<file path="src/rtl/axi4_lite_slave_mem_pkg.sv">
// Shared definitions for the AXI4-Lite register memory slave.
// Holds default bus widths, response encodings and the FSM state types.
// Build option AXI4_LITE_WSTRB_EN (used by axi4_lite_slave_mem) enables byte strobes.
package axi4_lite_Defs;

  localparam int ADDR_WIDTH = 32;
  localparam int DATA_WIDTH = 32;

  localparam logic [1:0] RESP_OKAY   = 2'b00;
  localparam logic [1:0] RESP_SLVERR = 2'b10;

  typedef enum logic {
    W_IDLE = 1'b0,
    W_RESP = 1'b1
  } wr_state_e;

  typedef enum logic {
    R_IDLE = 1'b0,
    R_DATA = 1'b1
  } rd_state_e;

endpackage

</file>
<file path="src/rtl/axi4_lite_slave_mem.sv">
// AXI4-Lite slave backed by Mem_Depth word registers; independent read and write FSMs.
// Latency: BVALID one cycle after both AW and W are held; RVALID one cycle after AR handshake.
// Backpressure: B/R outputs hold stable until BREADY/RREADY; no new AW/W/AR accepted meanwhile.
// Build option: define AXI4_LITE_WSTRB_EN to honour WSTRB; otherwise full words are written.
module axi4_lite_slave_mem
  import axi4_lite_Defs::*;
#(
  parameter int Addr_Width = ADDR_WIDTH,
  parameter int Data_Width = DATA_WIDTH,
  parameter int Mem_Depth  = 16
) (
  input  logic                    ACLK,
  input  logic                    ARESET,
  input  logic [Addr_Width-1:0]   AWADDR,
  input  logic                    AWVALID,
  output logic                    AWREADY,
  input  logic [Data_Width-1:0]   WDATA,
  input  logic [Data_Width/8-1:0] WSTRB,
  input  logic                    WVALID,
  output logic                    WREADY,
  output logic [1:0]              BRESP,
  output logic                    BVALID,
  input  logic                    BREADY,
  input  logic [Addr_Width-1:0]   ARADDR,
  input  logic                    ARVALID,
  output logic                    ARREADY,
  output logic [Data_Width-1:0]   RDATA,
  output logic [1:0]              RRESP,
  output logic                    RVALID,
  input  logic                    RREADY
);

  localparam int IdxW  = (Mem_Depth > 1) ? $clog2(Mem_Depth) : 1;
  localparam int StrbW = Data_Width / 8;
  localparam logic [Addr_Width-1:0] AddrLimit = Addr_Width'(4 * Mem_Depth);

  logic [Data_Width-1:0] mem_q [Mem_Depth];

  // Write channel state
  wr_state_e             wstate_q, wstate_d;
  logic                  aw_done_q, aw_done_d;
  logic                  w_done_q, w_done_d;
  logic [Addr_Width-1:0] awaddr_q, awaddr_d;
  logic [Data_Width-1:0] wdata_q, wdata_d;
  logic                  awready_q, awready_d;
  logic                  wready_q, wready_d;
  logic                  bvalid_q, bvalid_d;
  logic [1:0]            bresp_q, bresp_d;
`ifdef AXI4_LITE_WSTRB_EN
  logic [StrbW-1:0]      wstrb_q, wstrb_d;
`else
  logic                  unused_wstrb;
  assign unused_wstrb = ^WSTRB;
`endif

  // Read channel state
  rd_state_e             rstate_q, rstate_d;
  logic                  arready_q, arready_d;
  logic                  rvalid_q, rvalid_d;
  logic [1:0]            rresp_q, rresp_d;
  logic [Data_Width-1:0] rdata_q, rdata_d;

  // Address decode: misaligned or beyond the array is an error.
  logic            aw_err, ar_err;
  logic [IdxW-1:0] wr_idx, rd_idx;
  logic            wr_en;
  logic [Data_Width-1:0] wr_word;

  assign aw_err = (awaddr_q[1:0] != 2'b00) || (awaddr_q >= AddrLimit);
  assign ar_err = (ARADDR[1:0] != 2'b00) || (ARADDR >= AddrLimit);
  assign wr_idx = awaddr_q[IdxW+1:2];
  assign rd_idx = ARADDR[IdxW+1:2];

  assign AWREADY = awready_q;
  assign WREADY  = wready_q;
  assign BVALID  = bvalid_q;
  assign BRESP   = bresp_q;
  assign ARREADY = arready_q;
  assign RVALID  = rvalid_q;
  assign RRESP   = rresp_q;
  assign RDATA   = rdata_q;

  // Merge captured write data with the current word, keeping bytes whose strobe is low.
  always_comb begin
    wr_word = wdata_q;
`ifdef AXI4_LITE_WSTRB_EN
    for (int b = 0; b < StrbW; b++) begin
      if (!wstrb_q[b]) wr_word[8*b +: 8] = mem_q[wr_idx][8*b +: 8];
    end
`endif
  end

  // Write FSM next state: collect AW and W in any order, commit, then hold B until BREADY.
  always_comb begin
    wstate_d  = wstate_q;
    aw_done_d = aw_done_q;
    w_done_d  = w_done_q;
    awaddr_d  = awaddr_q;
    wdata_d   = wdata_q;
    bvalid_d  = bvalid_q;
    bresp_d   = bresp_q;
    wr_en     = 1'b0;
`ifdef AXI4_LITE_WSTRB_EN
    wstrb_d   = wstrb_q;
`endif
    case (wstate_q)
      W_IDLE: begin
        if (AWVALID && awready_q) begin
          aw_done_d = 1'b1;
          awaddr_d  = AWADDR;
        end
        if (WVALID && wready_q) begin
          w_done_d = 1'b1;
          wdata_d  = WDATA;
`ifdef AXI4_LITE_WSTRB_EN
          wstrb_d  = WSTRB;
`endif
        end
        if (aw_done_q && w_done_q) begin
          wr_en     = !aw_err;
          wstate_d  = W_RESP;
          bvalid_d  = 1'b1;
          bresp_d   = aw_err ? RESP_SLVERR : RESP_OKAY;
          aw_done_d = 1'b0;
          w_done_d  = 1'b0;
        end
      end
      W_RESP: begin
        if (BREADY) begin
          wstate_d = W_IDLE;
          bvalid_d = 1'b0;
        end
      end
      default: wstate_d = W_IDLE;
    endcase
    awready_d = (wstate_d == W_IDLE) && !aw_done_d;
    wready_d  = (wstate_d == W_IDLE) && !w_done_d;
  end

  // Write FSM registers; reset discards any half-captured AW/W.
  always_ff @(posedge ACLK or posedge ARESET) begin
    if (ARESET) begin
      wstate_q  <= W_IDLE;
      aw_done_q <= 1'b0;
      w_done_q  <= 1'b0;
      awaddr_q  <= '0;
      wdata_q   <= '0;
      awready_q <= 1'b0;
      wready_q  <= 1'b0;
      bvalid_q  <= 1'b0;
      bresp_q   <= RESP_OKAY;
`ifdef AXI4_LITE_WSTRB_EN
      wstrb_q   <= '0;
`endif
    end else begin
      wstate_q  <= wstate_d;
      aw_done_q <= aw_done_d;
      w_done_q  <= w_done_d;
      awaddr_q  <= awaddr_d;
      wdata_q   <= wdata_d;
      awready_q <= awready_d;
      wready_q  <= wready_d;
      bvalid_q  <= bvalid_d;
      bresp_q   <= bresp_d;
`ifdef AXI4_LITE_WSTRB_EN
      wstrb_q   <= wstrb_d;
`endif
    end
  end

  // Read FSM next state: sample the array at AR handshake, hold R until RREADY.
  always_comb begin
    rstate_d = rstate_q;
    rvalid_d = rvalid_q;
    rresp_d  = rresp_q;
    rdata_d  = rdata_q;
    case (rstate_q)
      R_IDLE: begin
        if (ARVALID && arready_q) begin
          rstate_d = R_DATA;
          rvalid_d = 1'b1;
          rresp_d  = ar_err ? RESP_SLVERR : RESP_OKAY;
          rdata_d  = ar_err ? '0 : mem_q[rd_idx];
        end
      end
      R_DATA: begin
        if (RREADY) begin
          rstate_d = R_IDLE;
          rvalid_d = 1'b0;
        end
      end
      default: rstate_d = R_IDLE;
    endcase
    arready_d = (rstate_d == R_IDLE);
  end

  // Read FSM registers.
  always_ff @(posedge ACLK or posedge ARESET) begin
    if (ARESET) begin
      rstate_q  <= R_IDLE;
      arready_q <= 1'b0;
      rvalid_q  <= 1'b0;
      rresp_q   <= RESP_OKAY;
      rdata_q   <= '0;
    end else begin
      rstate_q  <= rstate_d;
      arready_q <= arready_d;
      rvalid_q  <= rvalid_d;
      rresp_q   <= rresp_d;
      rdata_q   <= rdata_d;
    end
  end

  // Register array; a read in the commit cycle sees the old value via non-blocking update.
  always_ff @(posedge ACLK or posedge ARESET) begin
    if (ARESET) begin
      for (int i = 0; i < Mem_Depth; i++) mem_q[i] <= '0;
    end else if (wr_en) begin
      mem_q[wr_idx] <= wr_word;
    end
  end

endmodule

</file>
<file path="config.mk">
export PLATFORM = sky130hd
export DESIGN_NAME = axi4_lite_slave_mem
export DESIGN_NICKNAME = d
export VERILOG_FILES = /design/src/rtl/axi4_lite_slave_mem_pkg.sv /design/src/rtl/axi4_lite_slave_mem.sv
export SDC_FILE = /design/constraint.sdc
export NUM_CORES = 1
export LEC_CHECK = 0
export BUFFER_PORTS_ARGS = -buffer_cell sky130_fd_sc_hd__buf_2
export CORE_ASPECT_RATIO = 0.7
export CORE_MARGIN = 3
export CORE_UTILIZATION = 45
export DETAILED_ROUTE_END_ITERATION = 10
export PLACE_DENSITY_LB_ADDON = 0.15
export SLEW_MARGIN = 25
export SYNTH_ARGS = -nofsm -noshare
export SYNTH_HDL_FRONTEND = slang
export SYNTH_SLANG_ARGS = --single-unit
</file>
<file path="constraint.sdc">
create_clock -name ACLK -period 21.5 [get_ports ACLK]
set_input_delay 3.225 -clock ACLK [delete_from_list [all_inputs] [get_ports ACLK]]
set_output_delay 3.225 -clock ACLK [all_outputs]
set_load 0.03 [all_outputs]
</file>
==> results.yml, run 1 <==
run_status:
  status: "finished, final reports clean"
worst_setup_path:
  r2r_setup_slack_ns: 17.92
  worstPathArrival_ns: 6.38
  required_ns: 22.00
  reg2regPathDepth: 5
  cp-end-kind: "register"
  path_cells: "buf_6 > buf_4 > buf_4 > mux4_2 > a22oi_1 > nand2_1 > a22o_1"
  cp_max_fo: 51
  rr_startpoint: "awaddr_q[15]"
  cpMostUsedCell: "buf_4"
  cpPeakStageDelay_ns: 0.84
  timing.rr.end: "mem_q[43]"
  startpoint_type: "input pin"
  critical_path_class: "input pin to register"
  critPathSlowestCell: "buf_4"
routing:
  wl_per_cell_um: 25.2
  drtIter0Drc: 933
  drc: 0
  routed_wl_mm: 65.7
  viasPerCell: 5.70
  num_vias: 14900
  drtPass1Iterations: 5
  ant_nets: 0
global_routing:
  grt_max_degree: 165
  grt_antenna_before_repair: 1
  grt-ovfl-total: 0
  grt_first_pass_wirelength_mm: 101
  grt_use_total_pct: 21.3
  grt_pass1_vias: 16100
floorplan:
  die_area_mm2: 0.0630
  die_y_um: 211
  start_util_pct: 45.9
  rows: 74
  ios: 148
  coreArea_mm2: 0.0588
  die_w_um: 299
sta:
  layout_setup_ws_ns: 15.61
  drv_slew: 0
  setup_viol_count_final: 0
  worst_pin_slew_ns: 0.952
  holdWs_ns: 0.481
  layout_worst_path_cycle_share_pct: 27.4
  rsz0062_at_grt: "false"
  tns_ns: 0
  period_minus_slack_ns: 5.89
  fin_skew_ns: 0.0205
  final_hold_viol_count: 0
  fmax_mhz: 170
  max-slew-margin-rel_pct: 36.5
cells_and_area:
  drive_gt1_share_pct: 49.5
  final_nets: 1872
  utilization_pct: 52.0
  syn_to_final_growth_pct: 13.2
  fillers: 4817
clocking:
  worstSkewPairLatency_ns: 0.62
  cts_inserted_buffers: 59
  clk_pin_slew_ns: 0.06
  cts_buffer_depth: 3
  numClockSinks: 619
  root_buffer: "clkbuf_16"
  cts_tree: "built"
  cts_resized: 0
  cts_setup_buffers: 0
  htreeDepth: 2
  cts_hold_buf: 0
place:
  gp_congestion: 0.711
  dp_hpwl_mm: 34.6
  portBuffers: 141
  dp_slack_ns: 14.91
power_and_ir_drop:
  leakagePower_uw: 0.0150
  power_density_mw_per_mm2: 89.5
  ir_drop_mv: 0.0667
yosys:
  synth_cells: 1665
  synth_cell_types: 33
  synth_area_mm2: 0.0270
  ys_seq_area_share_pct: 57.4
  synth-seq-cells: 619
  yosys_warnings: 0
  syn_avg_cell_area_um2: 16.2
min_path:
  min_to: "mem_q[332]"
  min_from: "mem_q[332]"
  hold_class: "register to register"
  whs_path_depth: 1
job:
  cap_violations: 0
-- cell type report --
type                       count  area [µm²]  area share (%)
sequential                   619       15500            50.7
inverter                       6        30.0          0.0983
clock buffer                  84        1710            5.60
clock inverter                25         353            1.15
tap                          798         998            3.27
antenna                        1        2.50         0.00819
timing repair buffer         177        1010            3.30
multi-input combinational    902       11000            35.9
-- state kept, by name, indices dropped and copies added (netlist names) --
name / count
ARREADY: 1
AWREADY: 1
BRESP: 1
BVALID: 1
RDATA: 32
RRESP: 1
RVALID: 1
WREADY: 1
aw_done_q: 1
awaddr_q: 32
mem_q: 512
rstate_q: 1
w_done_q: 1
wdata_q: 32
wstate_q: 1
-- worst max-delay path: cells and delay by family --
kind                   cells  cell delay, ns
multiplexers               1            0.60
buffers and inverters      3            1.91
AO/OA/AOI/OAI              2            0.43
AND/OR/NAND/NOR            1            0.16
-- cells by family (layout without fill, tap and decap cells) --
group / after synthesis / in the layout / synth area share (%)
compound gates: 101 / 101 / 2.91
buf+inv: 145 / 292 / 2.37
flops: 619 / 619 / 57.4
mux: 707 / 707 / 34.8
other cells: 1 / 3 / 0.0139
simple gates: 92 / 92 / 2.52
-- where the power goes --
part	switching [µW]	internal (µW)	total, µW
combinational	138	102	240
sequential	160	1230	1390
clock	452	650	1100
total	751	1980	2740
-- cells in the final DEF, fill, tap and decap left out, types with 2 or more instances in the layout --
cell and instances:
clkinv_2 11, nand2b_1 4, mux2_1 109, mux2i_1 3
nor4_1 14, clkinvlp_4 2, bufinv_16 8, buf_6 4
nand3b_1 2, clkbuf_1 12, dfrtp_1 619, buf_4 33
nand2_1 34, a22o_1 32, buf_2 139, a21oi_1 4
conb_1 2, and3b_1 2, nor2_1 5, nor4_4 16
clkbuf_16 60, inv_1 5, mux4_2 128, or2_2 3
nor2b_4 2, clkbuf_8 12, nand4_1 2, a22oi_1 62
nor2_4 2, mux2_2 467, inv_6 2
-- Yosys cell counts --
master | n | share of area, %
dfrtp_1 | 619 | 57
mux2_2 | 467 | 19
mux4_2 | 128 | 11
mux2_1 | 109 | 4.5
clkbuf_1 | 70 | 0.97
a22oi_1 | 62 | 1.7
buf_2 | 47 | 0.87
nand2_1 | 34 | 0.47
a22o_1 | 32 | 1.0
nor4_1 | 14 | 0.32
buf_1 | 13 | 0.18
nor4_4 | 9 | 0.71
buf_4 | 8 | 0.22
nor2_1 | 7 | 0.097
nor4_2 | 7 | 0.32
inv_1 | 6 | 0.083
a21oi_1 | 4 | 0.074
nand2b_1 | 4 | 0.093
mux2i_1 | 3 | 0.11
nor2b_1 | 3 | 0.070
or2_2 | 3 | 0.070
and2_1 | 2 | 0.046
and3b_1 | 2 | 0.065
nand3b_1 | 2 | 0.056
nand4_1 | 2 | 0.046
buf_6 | 1 | 0.042
conb_1 | 1 | 0.014
nand3_1 | 1 | 0.019
nand4_2 | 1 | 0.046
nand4_4 | 1 | 0.079
o21ai_0 | 1 | 0.019
o22a_1 | 1 | 0.032
o22ai_1 | 1 | 0.023
-- stage by stage --
| stage | cell area [µm²] | power, µW | cells |
|---|---|---|---|
| final | 30600 | 2740 | 2612 |
| after global routing | 30600 | 2860 | 2611 |
| after CTS | 30600 | 2770 | 2611 |
| after detailed placement | 28500 | 1660 | 2502 |
| after global placement | 28500 | 1640 | 2502 |
| after floorplan | 27000 | 1540 | 1666 |
-- worst max path at each step --
stage          startpoint        to  slack, ns
2_1_floorplan      ARESET   ARREADY       0.94
3_3_place_gp    ARADDR[4]  RDATA[3]      14.91
3_5_place_dp    ARADDR[4]  RDATA[3]      14.91
4_1_cts         ARADDR[4]  RDATA[3]      15.56
5_1_grt         ARADDR[4]  RDATA[3]      15.35
6_report        ARADDR[4]  RDATA[3]      15.61
-- metal layers --
metal  share of wire (%)  track usage, %  up-vias
met5               0.020               0        -
met4                 1.5            4.42        2
met3                 4.5            3.67       76
met2                  46            33.5      292
met1                  48            31.5     8053
li1                    -               -     6470
No activity file was read; power rests on OpenSTA's default activity.
==> run 2: changes to the inputs <==
- ABC_AREA: not set -> 1
- clock period: 21.5 -> 6 ns (I/O delays scaled with it)
==> results.yml, run 2 <==
cells_and_area:
  syn_to_final_growth_pct: 9.17
  seqCellArea_mm2: 0.0155
  mostFrequentLayoutCell: "nand2_1"
  fillers: 6391
  layout_common_cells: "nand2_1 (1719), dfrtp_1 (619), nand4_1 (512), nand3_1 (481), buf_2 (138)"
  final_nets: 3833
  largest_reg_flops: 512
  top_register: "mem_q"
  drive_gt1_share_pct: 9.72
  multi_input_area_mm2: 0.0129
floorplan:
  die_area_mm2: 0.0701
  start_util_pct: 46.0
  die_y_um: 222
  coreArea_mm2: 0.0655
  ios: 148
  rows: 78
  die_w_um: 315
clocking:
  cts_inserted_buffers: 60
  cts_tree: "built"
  numClockSinks: 619
  root_buffer: "clkbuf_16"
  cts_hold_buf: 0
  htreeDepth: 2
  cts_resized: 0
  clk_pin_slew_ns: 0.06
  cts_buffer_depth: 3
  worstSkewPairLatency_ns: 0.65
  cts_setup_buffers: 0
sta:
  setup_viol_count_final: 0
  layout_setup_ws_ns: 2.43
  max-slew-margin-rel_pct: 23.0
  rsz0062_at_grt: "false"
  period_minus_slack_ns: 3.57
  drv_slew: 0
  fin_skew_ns: 0.0176
  tns_ns: 0
  fmax_mhz: 280
  worst_pin_slew_ns: 1.16
  layout_worst_path_cycle_share_pct: 59.5
  final_hold_viol_count: 0
place:
  dp_slack_ns: 2.44
  gp_congestion: 0.761
  dp_hpwl_mm: 51.8
  portBuffers: 141
routing:
  drtIter0Drc: 3287
  routed_wl_mm: 104
  viasPerCell: 5.87
  ant_nets: 0
  drc: 0
  wl_per_cell_um: 22.4
  drtPass1Iterations: 8
  num_vias: 27300
global_routing:
  grt_first_pass_wirelength_mm: 161
  grt_pass1_vias: 25800
  grtUsageMet3_pct: 5.26
  grt_max_degree: 220
  grt_use_met1_pct: 43.6
  grt_antenna_before_repair: 2
  grt.met2_usage_pct: 44.2
  grt-ovfl-total: 0
  grt_use_total_pct: 29.4
  gr-max-usage-layer: "met2"
worst_setup_path:
  critPathSlowestCell: "nand3_2"
  path_cells: "inv_1 > nor2_4 > buf_4 > nand3_2 > buf_4 > nand2_1 > nand2_1"
  cp_max_fo: 64
  r2r_setup_slack_ns: 2.43
  cp-end-kind: "register"
  critical_path_class: "register to register"
  worstPathArrival_ns: 4.10
  cpPeakStageDelay_ns: 0.80
  required_ns: 6.53
  startpoint_type: "register"
power_and_ir_drop:
  ir_drop_mv: 0.351
  leakagePower_uw: 0.0169
  power_density_mw_per_mm2: 347
run_status:
  status: "finished, final reports clean"
yosys:
  synth-edff-count: 0
  yosys_most_used_dff: "dfrtp_1"
  synth_cell_types: 20
  synth-async-reset-ratio_pct: 100
  synth_commonest_cells: "nand2_1 (1719), dfrtp_1 (619), nand4_1 (512)"
  synth_most_common_cell: "nand2_1"
  synth_cells: 3865
  synth_area_mm2: 0.0301
  yosysTopAreaCellShare_pct: 51.4
  yosysTopAreaCell: "dfrtp_1"
  synth-seq-cells: 619
  yosys_warnings: 0
  ys_seq_area_share_pct: 51.4
  netlist_top_cells_area: "dfrtp_1 (51%), nand2_1 (21%), nand4_1 (11%), nand3_1 (8.1%), clkbuf_1 (3.0%)"
  syn_avg_cell_area_um2: 7.79
min_path:
  hold_class: "input pin to async pin"
job:
  cap_violations: 0
## run 2: cell types whose count changed after synthesis, moves of 32 or more
cell,previous run,this run
a22o_1,32,0
a22oi_1,62,0
buf_2,47,109
clkbuf_1,70,240
mux2_1,109,0
mux2_2,467,28
mux4_2,128,0
nand2_1,34,1719
nand3_1,1,490
nand4_1,2,512
nor2_1,7,49
## run 2: path summary, 6_finish.rpt
check / start / to / cells after the start
min in group ACLK: BREADY / BVALID / 2
max in group asynchronous: ARESET / mem_q[185] / 4
max reg2reg: awaddr_q[4] / mem_q[277] / 7
max: awaddr_q[4] / mem_q[277] / 7
min: ARESET / mem_q[415] / 2
min reg2reg: wstate_q / BVALID / 1
## run 2: area by class of cell
type	count	share of cell area, %
well taps	880	3.35
clock inverters	33	0.913
clock buffers	77	5.07
diodes	1	0.00761
repair buffers	202	3.99
inverters	18	0.285
multi-input cells	2825	39.3
flip-flops and latches	619	47.1
## run 2: cells by family after synthesis
kind of cell / after synthesis / share of synthesized area (%)
and+or+nand+nor: 2786 / 41.3
muxes: 28 / 1.05
DFF: 619 / 51.4
AOI/OAI and AO/OA: 9 / 0.150
other: 1 / 0.0124
buffers and inverters: 422 / 6.07
## run 2: where the power goes
part,internal [µW],switching [µW]
clock,2170,1710
sequential,4430,692
combinational,411,1990
## run 2: worst max-delay path, delay by kind of cell, from the launching register on
| family | cells | cell delay [ns] |
|---|---|---|
| DFF | 1 | 0.46 |
| and+or+nand+nor | 4 | 1.51 |
| buffers and inverters | 3 | 1.46 |
## run 2: through the flow
| step | power [µW] | hold slack [ns] | std cells | area (µm²) | utilization (%) |
|---|---|---|---|---|---|
| CTS | 11400 | 0.340 | 4653 | 32900 | 50.2 |
| global route | 11800 | 0.384 | 4654 | 32900 | 50.2 |
| global placement | 7510 | 0.447 | 4543 | 30900 | 47.2 |
| floorplan | 6510 | 0.438 | 3866 | 30100 | - |
| finish | 11400 | 0.342 | 4655 | 32900 | 50.2 |
| detailed placement | 7520 | 0.458 | 4543 | 30900 | 47.2 |
## run 2: layer usage
metal,up-vias,wire [µm]
li1,12600,-
met3,184,9880
met2,1244,45800
met1,13300,45700
met4,0,2810
met5,-,0
